File: src/rtl/barcode_entry_buffer.sv
// barcode_entry_buffer: N-digit keypad entry buffer with backspace, clear, commit and idle timeout
module barcode_entry_buffer #(
  parameter  int NUM_DIGITS     = 4,
  parameter  int DIGIT_W        = 4,
  parameter  int MAX_DIGIT      = 9,
  parameter  int TIMEOUT_CYCLES = 0,
  localparam int CNT_W          = $clog2(NUM_DIGITS + 1)
) (
  input  logic                          CLK,
  input  logic                          RESET,
  input  logic                          DIGIT_EN,
  input  logic [DIGIT_W-1:0]            DIGIT_IN,
  input  logic                          BACKSPACE_EN,
  input  logic                          CLEAR_EN,
  input  logic                          COMMIT_EN,
  output logic [NUM_DIGITS*DIGIT_W-1:0] DIGITS_OUT,
  output logic [CNT_W-1:0]              DIGIT_COUNT,
  output logic                          COMPLETE,
  output logic                          COMMIT_VALID,
  output logic [NUM_DIGITS*DIGIT_W-1:0] COMMIT_CODE,
  output logic                          ERROR,
  output logic                          TIMEOUT,
  output logic [1:0]                    STATE_OUT
);
  localparam int DW = NUM_DIGITS * DIGIT_W;
  localparam int TW = TIMEOUT_CYCLES > 0 ? $clog2(TIMEOUT_CYCLES + 1) : 1;
  localparam logic [CNT_W-1:0] FULL_CNT = CNT_W'(NUM_DIGITS);
  localparam logic [DIGIT_W:0] MAX_D = (DIGIT_W + 1)'(MAX_DIGIT);
  localparam logic [TW-1:0] TLIM = TW'(TIMEOUT_CYCLES > 0 ? TIMEOUT_CYCLES - 1 : 0);
  typedef enum logic [1:0] {S_IDLE = 2'b00, S_ENTRY = 2'b01, S_FULL = 2'b10} state_t;
  state_t state_q, state_n;
  logic [DW-1:0] digits_q, digits_n, code_q, code_n;
  logic [CNT_W-1:0] count_q, count_n;
  logic [TW-1:0] idle_q, idle_n;
  logic cv_q, cv_n, err_q, err_n, to_q, to_n, req, fire;
  // Serve the single highest-priority request, or the idle timeout when nothing is requested
  always_comb begin
    digits_n = digits_q;
    count_n = count_q;
    code_n = code_q;
    cv_n = 1'b0;
    err_n = 1'b0;
    to_n = 1'b0;
    req = CLEAR_EN | COMMIT_EN | BACKSPACE_EN | DIGIT_EN;
    fire = (TIMEOUT_CYCLES > 0) && !req && count_q != '0 && idle_q == TLIM;
    idle_n = (req || count_q == '0 || fire || TIMEOUT_CYCLES == 0) ? '0 : idle_q + 1'b1;
    if (CLEAR_EN || fire) begin
      digits_n = '0;
      count_n = '0;
      to_n = fire;
    end else if (COMMIT_EN) begin
      if (count_q == FULL_CNT) begin
        code_n = digits_q;
        cv_n = 1'b1;
        digits_n = '0;
        count_n = '0;
      end else err_n = 1'b1;
    end else if (BACKSPACE_EN) begin
      if (count_q != '0) begin
        for (int k = 0; k < NUM_DIGITS; k++)
          if (CNT_W'(k + 1) == count_q) digits_n[k*DIGIT_W +: DIGIT_W] = '0;
        count_n = count_q - 1'b1;
      end else err_n = 1'b1;
    end else if (DIGIT_EN) begin
      if (count_q == FULL_CNT || {1'b0, DIGIT_IN} > MAX_D) err_n = 1'b1;
      else begin
        for (int k = 0; k < NUM_DIGITS; k++)
          if (CNT_W'(k) == count_q) digits_n[k*DIGIT_W +: DIGIT_W] = DIGIT_IN;
        count_n = count_q + 1'b1;
      end
    end
  end
  // Mode follows the digit count that will be held after this edge
  always_comb state_n = count_n == '0 ? S_IDLE : count_n == FULL_CNT ? S_FULL : S_ENTRY;
  // All state and pulse outputs are registered; reset also drops any pending commit pulse
  always_ff @(posedge CLK) begin
    if (RESET) begin
      state_q <= S_IDLE;
      digits_q <= '0;
      count_q <= '0;
      code_q <= '0;
      idle_q <= '0;
      cv_q <= 1'b0;
      err_q <= 1'b0;
      to_q <= 1'b0;
    end else begin
      state_q <= state_n;
      digits_q <= digits_n;
      count_q <= count_n;
      code_q <= code_n;
      idle_q <= idle_n;
      cv_q <= cv_n;
      err_q <= err_n;
      to_q <= to_n;
    end
  end
  // Present registered state to the lookup and display logic
  always_comb begin
    STATE_OUT = state_q;
    COMPLETE = state_q == S_FULL;
    DIGITS_OUT = digits_q;
    DIGIT_COUNT = count_q;
    COMMIT_CODE = code_q;
    COMMIT_VALID = cv_q;
    ERROR = err_q;
    TIMEOUT = to_q;
  end
endmodule

File: config.mk
export PLATFORM = sky130hd
export DESIGN_NAME = barcode_entry_buffer
export DESIGN_NICKNAME = d
export VERILOG_FILES = /design/src/rtl/barcode_entry_buffer.sv
export SDC_FILE = /design/constraint.sdc
export NUM_CORES = 1
export LEC_CHECK = 0
export BUFFER_PORTS_ARGS = -buffer_cell sky130_fd_sc_hd__buf_2
export CELL_PAD_IN_SITES_DETAIL_PLACEMENT = 0
export CELL_PAD_IN_SITES_GLOBAL_PLACEMENT = 1
export CORE_AREA = 2 2 89 91
export DETAILED_ROUTE_END_ITERATION = 6
export DIE_AREA = 0 0 91 93
export PLACE_DENSITY_LB_ADDON = 0.1
export SETUP_SLACK_MARGIN = 0.05
export SYNTH_ARGS = -nofsm -noshare
export SYNTH_HDL_FRONTEND = slang
export SYNTH_SLANG_ARGS = --single-unit
File: constraint.sdc
create_clock -name CLK -period 4.3 [get_ports CLK]
set_input_delay 0.43 -clock CLK [delete_from_list [all_inputs] [get_ports CLK]]
set_output_delay 0.43 -clock CLK [all_outputs]
set_load 0.02 [all_outputs]
==> impl_metrics.env, run 1 <==
export IMPL_drv_cap=0
export IMPL_fin_crit_sh=0.516
export IMPL_slew_violations=0
export IMPL_drt_first_iter_violations=69
export IMPL_crit_path_top_delay_cell="nor2_2"
export IMPL_final_layout_size_suffix_gt1_frac=0.271
export IMPL_p_comb_frac=0.102
export IMPL_grt_max_degree=21
export IMPL_rows=32
export IMPL_placed_area_um2=2110
export IMPL_finalHoldViolCount=0
export IMPL_async_reset_ff_frac=0
export IMPL_core_area_um2=7530
export IMPL_post_cts_buffers=0
export IMPL_synth_compound_area_frac=0.157
export IMPL_final_common_cell="buf_2"
export IMPL_synth_distinct_cells=43
export IMPL_slowest_delay_ns=0.65
export IMPL_synthFlopType="dfxtp_1"
export IMPL_p_leak_nw=0.927
export IMPL_worstPathArrival_ns=2.44
export IMPL_synth_top_area_cell="dfxtp_1"
export IMPL_setup_ws_ns=2.08
export IMPL_synth_top_cell_area_share=0.424
export IMPL_syn_inst=208
export IMPL_vias=1520
export IMPL_clk_pin_slew_worst_paths_ns=0.08
export IMPL_wl_met3_um=231
export IMPL_hpwl_mm=3.51
export IMPL_hold_path_class="flop to flop"
export IMPL_die_h_um=93
export IMPL_cts_hold_buffers=0
export IMPL_rsz0062_at_grt="no"
export IMPL_routed_wl_mm=5.01
export IMPL_die_width_um=91
export IMPL_ctsLongestPathBuffers=2
export IMPL_grt_pass1_vias=1510
export IMPL_wl_per_cell_um=14.2
export IMPL_grt_pass1_wl_mm=8.11
export IMPL_critPathMaxFanout=16
export IMPL_start_kind="flop"
export IMPL_grtUsageTotal=0.123
export IMPL_diodes=0
export IMPL_clock_fmax_mhz=450
export IMPL_ios=51
export IMPL_internal_power_w=0.000501
export IMPL_h_tree_depth=2
export IMPL_cts_sink_count=39
export IMPL_synth_top_family_by_area="simple AND/OR/NAND/NOR gates"
export IMPL_postSynthAreaPerCell_um2=8.84
export IMPL_design_area_um2=2190
export IMPL_clock_latency_ns=0.29
export IMPL_cts_buffers=5
export IMPL_p_sw_frac=0.267
export IMPL_worstSetupPathType="flop to flop"
export IMPL_switchingPower_w=0.000183
export IMPL_cp_required_ns=4.52
export IMPL_worstMarginPinSlew_ns=0.797
export IMPL_fin_crit_ns=2.22
export IMPL_vias_per_cell=4.31
export IMPL_synth_seq_cells=39
export IMPL_gr_total_overflow=0
export IMPL_gp_congestion=0.721
export IMPL_wl_met2_mm=2.11
export IMPL_dieArea_um2=8460
export IMPL_timing_slew_headroom=0.468
export IMPL_endpoint_kind="flop"
export IMPL_ys_seq_area_frac=0.424
export IMPL_layout_common_cells="buf_2, nand2_1, dfxtp_1, a21oi_1, nor2_1"
export IMPL_powerDensity_nw_per_um2=312
export IMPL_route_detailed_drc=0
export IMPL_synth_adder_area_share=0.0408
export IMPL_syn_nets=224
export IMPL_total_power_w=0.000684
export IMPL_m1WireLength_mm=2.61
export IMPL_cts_tree="built"
export IMPL_pwr_share_seq=0.537
export IMPL_syn2layout_area_growth_pct=19.3
export IMPL_synth_mux_area_frac=0.0762
export IMPL_syn_area_um2=1840
export IMPL_fin_setup_tns_ns=0
export IMPL_initial_core_util=0.244
export IMPL_root_buffer="clkbuf_8"
export IMPL_synth_xor_area_frac=0
export IMPL_synth_warnings=0
export IMPL_status="finished clean"
export IMPL_fillers=877
export IMPL_port_buffers=49
export IMPL_finClkSkew_ns=0.00522
export IMPL_finalSetupViolations=0
export IMPL_post_place_ws_ns=2.06
export IMPL_top_layer="met4"
export IMPL_clkPwrFrac=0.361
export IMPL_path_cells="inv_1 > ha_1 > nand3_4 > nor2_2 > nand2_1 > a21oi_1"
export IMPL_dr_pass1_iters=4
export IMPL_synth_edf_count=0
export IMPL_synth_top_cells_by_area="dfxtp_1, nand2_1, mux2i_1"
export IMPL_ant_nets=0
export IMPL_cts_resized=0
export IMPL_vdd_drop_max_mv=0.122
export IMPL_yosys_area_share_simple=0.231
export IMPL_nNetsFinal=266
export IMPL_antenna_found_initial=0
## logic make-up (layout without fill, tap and decap cells)
kind of cell	Yosys count	count (layout)
multiplexers	14	14
buffers and inverters	21	64
flip-flops	39	39
AO/OA/AOI/OAI	41	41
adder cells (fa/ha/maj)	6	6
AND/OR/NAND/NOR	86	86
other	1	1
## stage by stage
stage	std cells	hold WS [ns]	util
after CTS	353	0.458	0.291
after floorplan	208	0.533	-
final	353	0.452	0.291
after detailed placement	345	0.446	0.281
after global placement	345	0.444	0.281
after global routing	353	0.474	0.291
## power groups by stage
stage	clock, W	sequential (W)	combinational, W
6_report	0.000247	0.000367	0.0000696
5_1_grt	0.000277	0.000368	0.0000769
4_1_cts	0.000259	0.000368	0.0000708
3_5_place_dp	0	0.000376	0.0000704
3_3_place_gp	0	0.000376	0.0000716
2_1_floorplan	0	0.000379	0.0000514
## registers in the layout (all words and copies together) (netlist names)
register      count
DIGITS_OUT       16
COMMIT_CODE      16
DIGIT_COUNT       3
ERROR             1
COMMIT_VALID      1
STATE_OUT         2
## Yosys cell counts (2+ instances only)
cell and count:
a31oi_4 2, nor2_1 19, nand2_1 41, mux2i_1 14
a21oi_1 21, dfxtp_1 39, buf_2 3, buf_6 4
a41o_2 2, ha_1 6, clkbuf_1 5, nand3_1 4
nand3b_1 3, inv_1 7, and2_1 5, o21ai_0 5
o21ai_2 2
## worst max-delay path: cells and delay by family (launching register included)
kind | cells | cell delay [ns]
AO/OA/AOI/OAI | 1 | 0.15
adder cells (fa/ha/maj) | 1 | 0.54
buffers and inverters | 1 | 0.12
flip-flops | 1 | 0.38
AND/OR/NAND/NOR | 3 | 0.96
## area by class of cell
class                   instances  area [µm²]  area share
clock buffers                   7        76.3      0.0348
clock inverters                 1        5.00     0.00228
inverters                       7        26.3      0.0120
multi-input cells             148         932       0.425
flip-flops and latches         39         781       0.356
well taps                     102         128      0.0582
repair buffers                 49         245       0.112
## path summary, 6_finish.rpt
path	from	end	slack (ns)	cells after the start
worst max-delay path	DIGIT_COUNT[0]	COMMIT_CODE[2]	2.08	6
worst min-delay path	COMMIT_CODE[8]	COMMIT_CODE[8]	0.45	2
worst max register to register	DIGIT_COUNT[0]	COMMIT_CODE[2]	2.08	6
worst min register to register	COMMIT_CODE[8]	COMMIT_CODE[8]	0.45	2
## per-layer routing
metal / track usage / up-vias
li1: - / 782
met1: 0.174 / 697
met3: 0.0314 / 4
met4: 0.0417 / 0
met2: 0.183 / 37
met5: 0 / -
No activity file was read; power rests on OpenSTA's default activity.
==> run 2: changes to the inputs <==
==> constraint.sdc (replaced) <==
create_clock -name CLK -period 2.25 [get_ports CLK]
set_input_delay 0.225 -clock CLK [delete_from_list [all_inputs] [get_ports CLK]]
set_output_delay 0.225 -clock CLK [all_outputs]
set_load 0.02 [all_outputs]
==> impl_metrics.env, run 2 (synthesized netlist as in run 1, its figures left out) <==
export IMPL_clock_latency_ns=0.29
export IMPL_final_layout_size_suffix_gt1_frac=0.296
export IMPL_switchingPower_w=0.000352
export IMPL_routed_wl_mm=5.12
export IMPL_port_buffers=49
export IMPL_cts_sink_count=39
export IMPL_drv_cap=0
export IMPL_clkPwrFrac=0.359
export IMPL_reg2regPathDepth=6
export IMPL_p_comb_frac=0.108
export IMPL_worstMarginPinSlew_ns=0.665
export IMPL_layout_common_cells="buf_2, nand2_1, dfxtp_1, a21oi_1, nor2_1"
export IMPL_syn2layout_area_growth_pct=21.9
export IMPL_p_sw_frac=0.268
export IMPL_nNetsFinal=272
export IMPL_die_width_um=91
export IMPL_clock_fmax_mhz=499
export IMPL_r2r_start="DIGIT_COUNT[1]"
export IMPL_finalHoldViolCount=0
export IMPL_ctsLongestPathBuffers=2
export IMPL_cts_buffers=5
export IMPL_cts_tree="built"
export IMPL_powerDensity_nw_per_um2=586
export IMPL_start_kind="flop"
export IMPL_worstPathArrival_ns=2.18
export IMPL_slew_violations=0
export IMPL_dieArea_um2=8460
export IMPL_finalSetupViolations=0
export IMPL_placed_area_um2=2160
export IMPL_status="finished clean"
export IMPL_route_detailed_drc=0
export IMPL_grt_pass1_wl_mm=8.34
export IMPL_vias=1545
export IMPL_ios=51
export IMPL_fin_setup_tns_ns=0
export IMPL_critPathMaxFanout=16
export IMPL_worstSetupPathType="flop to flop"
export IMPL_fillers=880
export IMPL_reg2reg_setup_slack_ns=0.25
export IMPL_grt_pass1_vias=1534
export IMPL_die_h_um=93
export IMPL_cp_required_ns=2.43
export IMPL_final_common_cell="buf_2"
export IMPL_initial_core_util=0.244
export IMPL_rows=32
export IMPL_vdd_drop_max_mv=0.190
export IMPL_hpwl_mm=3.67
export IMPL_timing_slew_headroom=0.555
export IMPL_grtUsageTotal=0.127
export IMPL_post_cts_buffers=0
export IMPL_drt_first_iter_violations=67
export IMPL_core_area_um2=7530
export IMPL_endpoint_kind="flop"
export IMPL_wl_per_cell_um=14.3
export IMPL_cp_endpoint="COMMIT_CODE[14]"
export IMPL_design_area_um2=2240
export IMPL_startpoint="DIGIT_COUNT[1]"
export IMPL_dr_pass1_iters=4
export IMPL_fin_crit_sh=0.890
export IMPL_h_tree_depth=2
export IMPL_vias_per_cell=4.30
export IMPL_finClkSkew_ns=0.00660
export IMPL_hold_path_class="input port to flop"
export IMPL_root_buffer="clkbuf_8"
export IMPL_ant_nets=0
export IMPL_gp_congestion=0.731
export IMPL_fin_crit_ns=2.00
export IMPL_clk_pin_slew_worst_paths_ns=0.08
export IMPL_p_leak_nw=0.957
export IMPL_reg2reg_to="COMMIT_CODE[14]"
export IMPL_rsz0062_at_grt="no"
export IMPL_antenna_found_initial=0
export IMPL_internal_power_w=0.000961
export IMPL_grt_max_degree=20
export IMPL_diodes=0
export IMPL_gr_total_overflow=0
export IMPL_pwr_share_seq=0.533
-- run 2: per-layer routing --
layer  global-route usage  up-vias  wire length, µm
li1                     -      802                -
met1                0.175      694             2580
met2                0.190       43             2150
met3               0.0419        6              318
met4               0.0379        0               68
met5                    0        -                0
-- run 2: final cells by class --
type,count,area [µm²],share of cell area
Inverter,7,26.3,0.0117
Tap cell,102,128,0.0569
Multi-Input combinational cell,148,932,0.416
Clock buffer,6,72.6,0.0324
Timing Repair Buffer,55,290,0.129
Sequential cell,39,781,0.348
Clock inverter,2,12.5,0.00558
-- run 2: through the flow --
| step | utilization | worst slack [ns] | hold WS [ns] | std cells | total power (W) |
|---|---|---|---|---|---|
| CTS | 0.298 | 0.159 | 0.317 | 359 | 0.00134 |
| global placement | 0.287 | 0.243 | 0.443 | 351 | 0.000861 |
| finish | 0.298 | 0.248 | 0.310 | 359 | 0.00131 |
| floorplan | - | 0.312 | 0.390 | 208 | 0.000822 |
| global route | 0.298 | 0.0992 | 0.324 | 359 | 0.00139 |
| detailed placement | 0.287 | 0.167 | 0.446 | 351 | 0.000858 |
-- run 2: power by group through the flow --
stage | Combinational, W | Clock (W) | Sequential, W
floorplan | 0.0000983 | 0 | 0.000724
global route | 0.000156 | 0.000530 | 0.000702
detailed placement | 0.000142 | 0 | 0.000716
global placement | 0.000144 | 0 | 0.000717
CTS | 0.000143 | 0.000496 | 0.000700
finish | 0.000141 | 0.000472 | 0.000700
-- run 2: what timing repair did --
action,4_1_cts,5_1_grt
hold buffers,0,0
setup endpoints to repair,0,12
hold endpoints to repair,0,0
gates resized for setup,0,1
-- run 2: worst min path at each step --
stage	cells past startpoint	start	to	slack [ns]
CTS	3	DIGIT_EN	ERROR	0.32
global placement	2	COMMIT_CODE[7]	COMMIT_CODE[7]	0.44
floorplan	2	DIGIT_EN	ERROR	0.39
finish	3	DIGIT_EN	ERROR	0.31
detailed placement	2	COMMIT_CODE[9]	COMMIT_CODE[9]	0.45
global route	3	DIGIT_EN	ERROR	0.32
-- run 2: critical path: stages (launching register included) --
cell	delay, ns
dfxtp_1	0.34
inv_1	0.12
ha_1	0.53
nand3_4	0.20
or2_2	0.49
nand2_1	0.13
a21oi_1	0.06
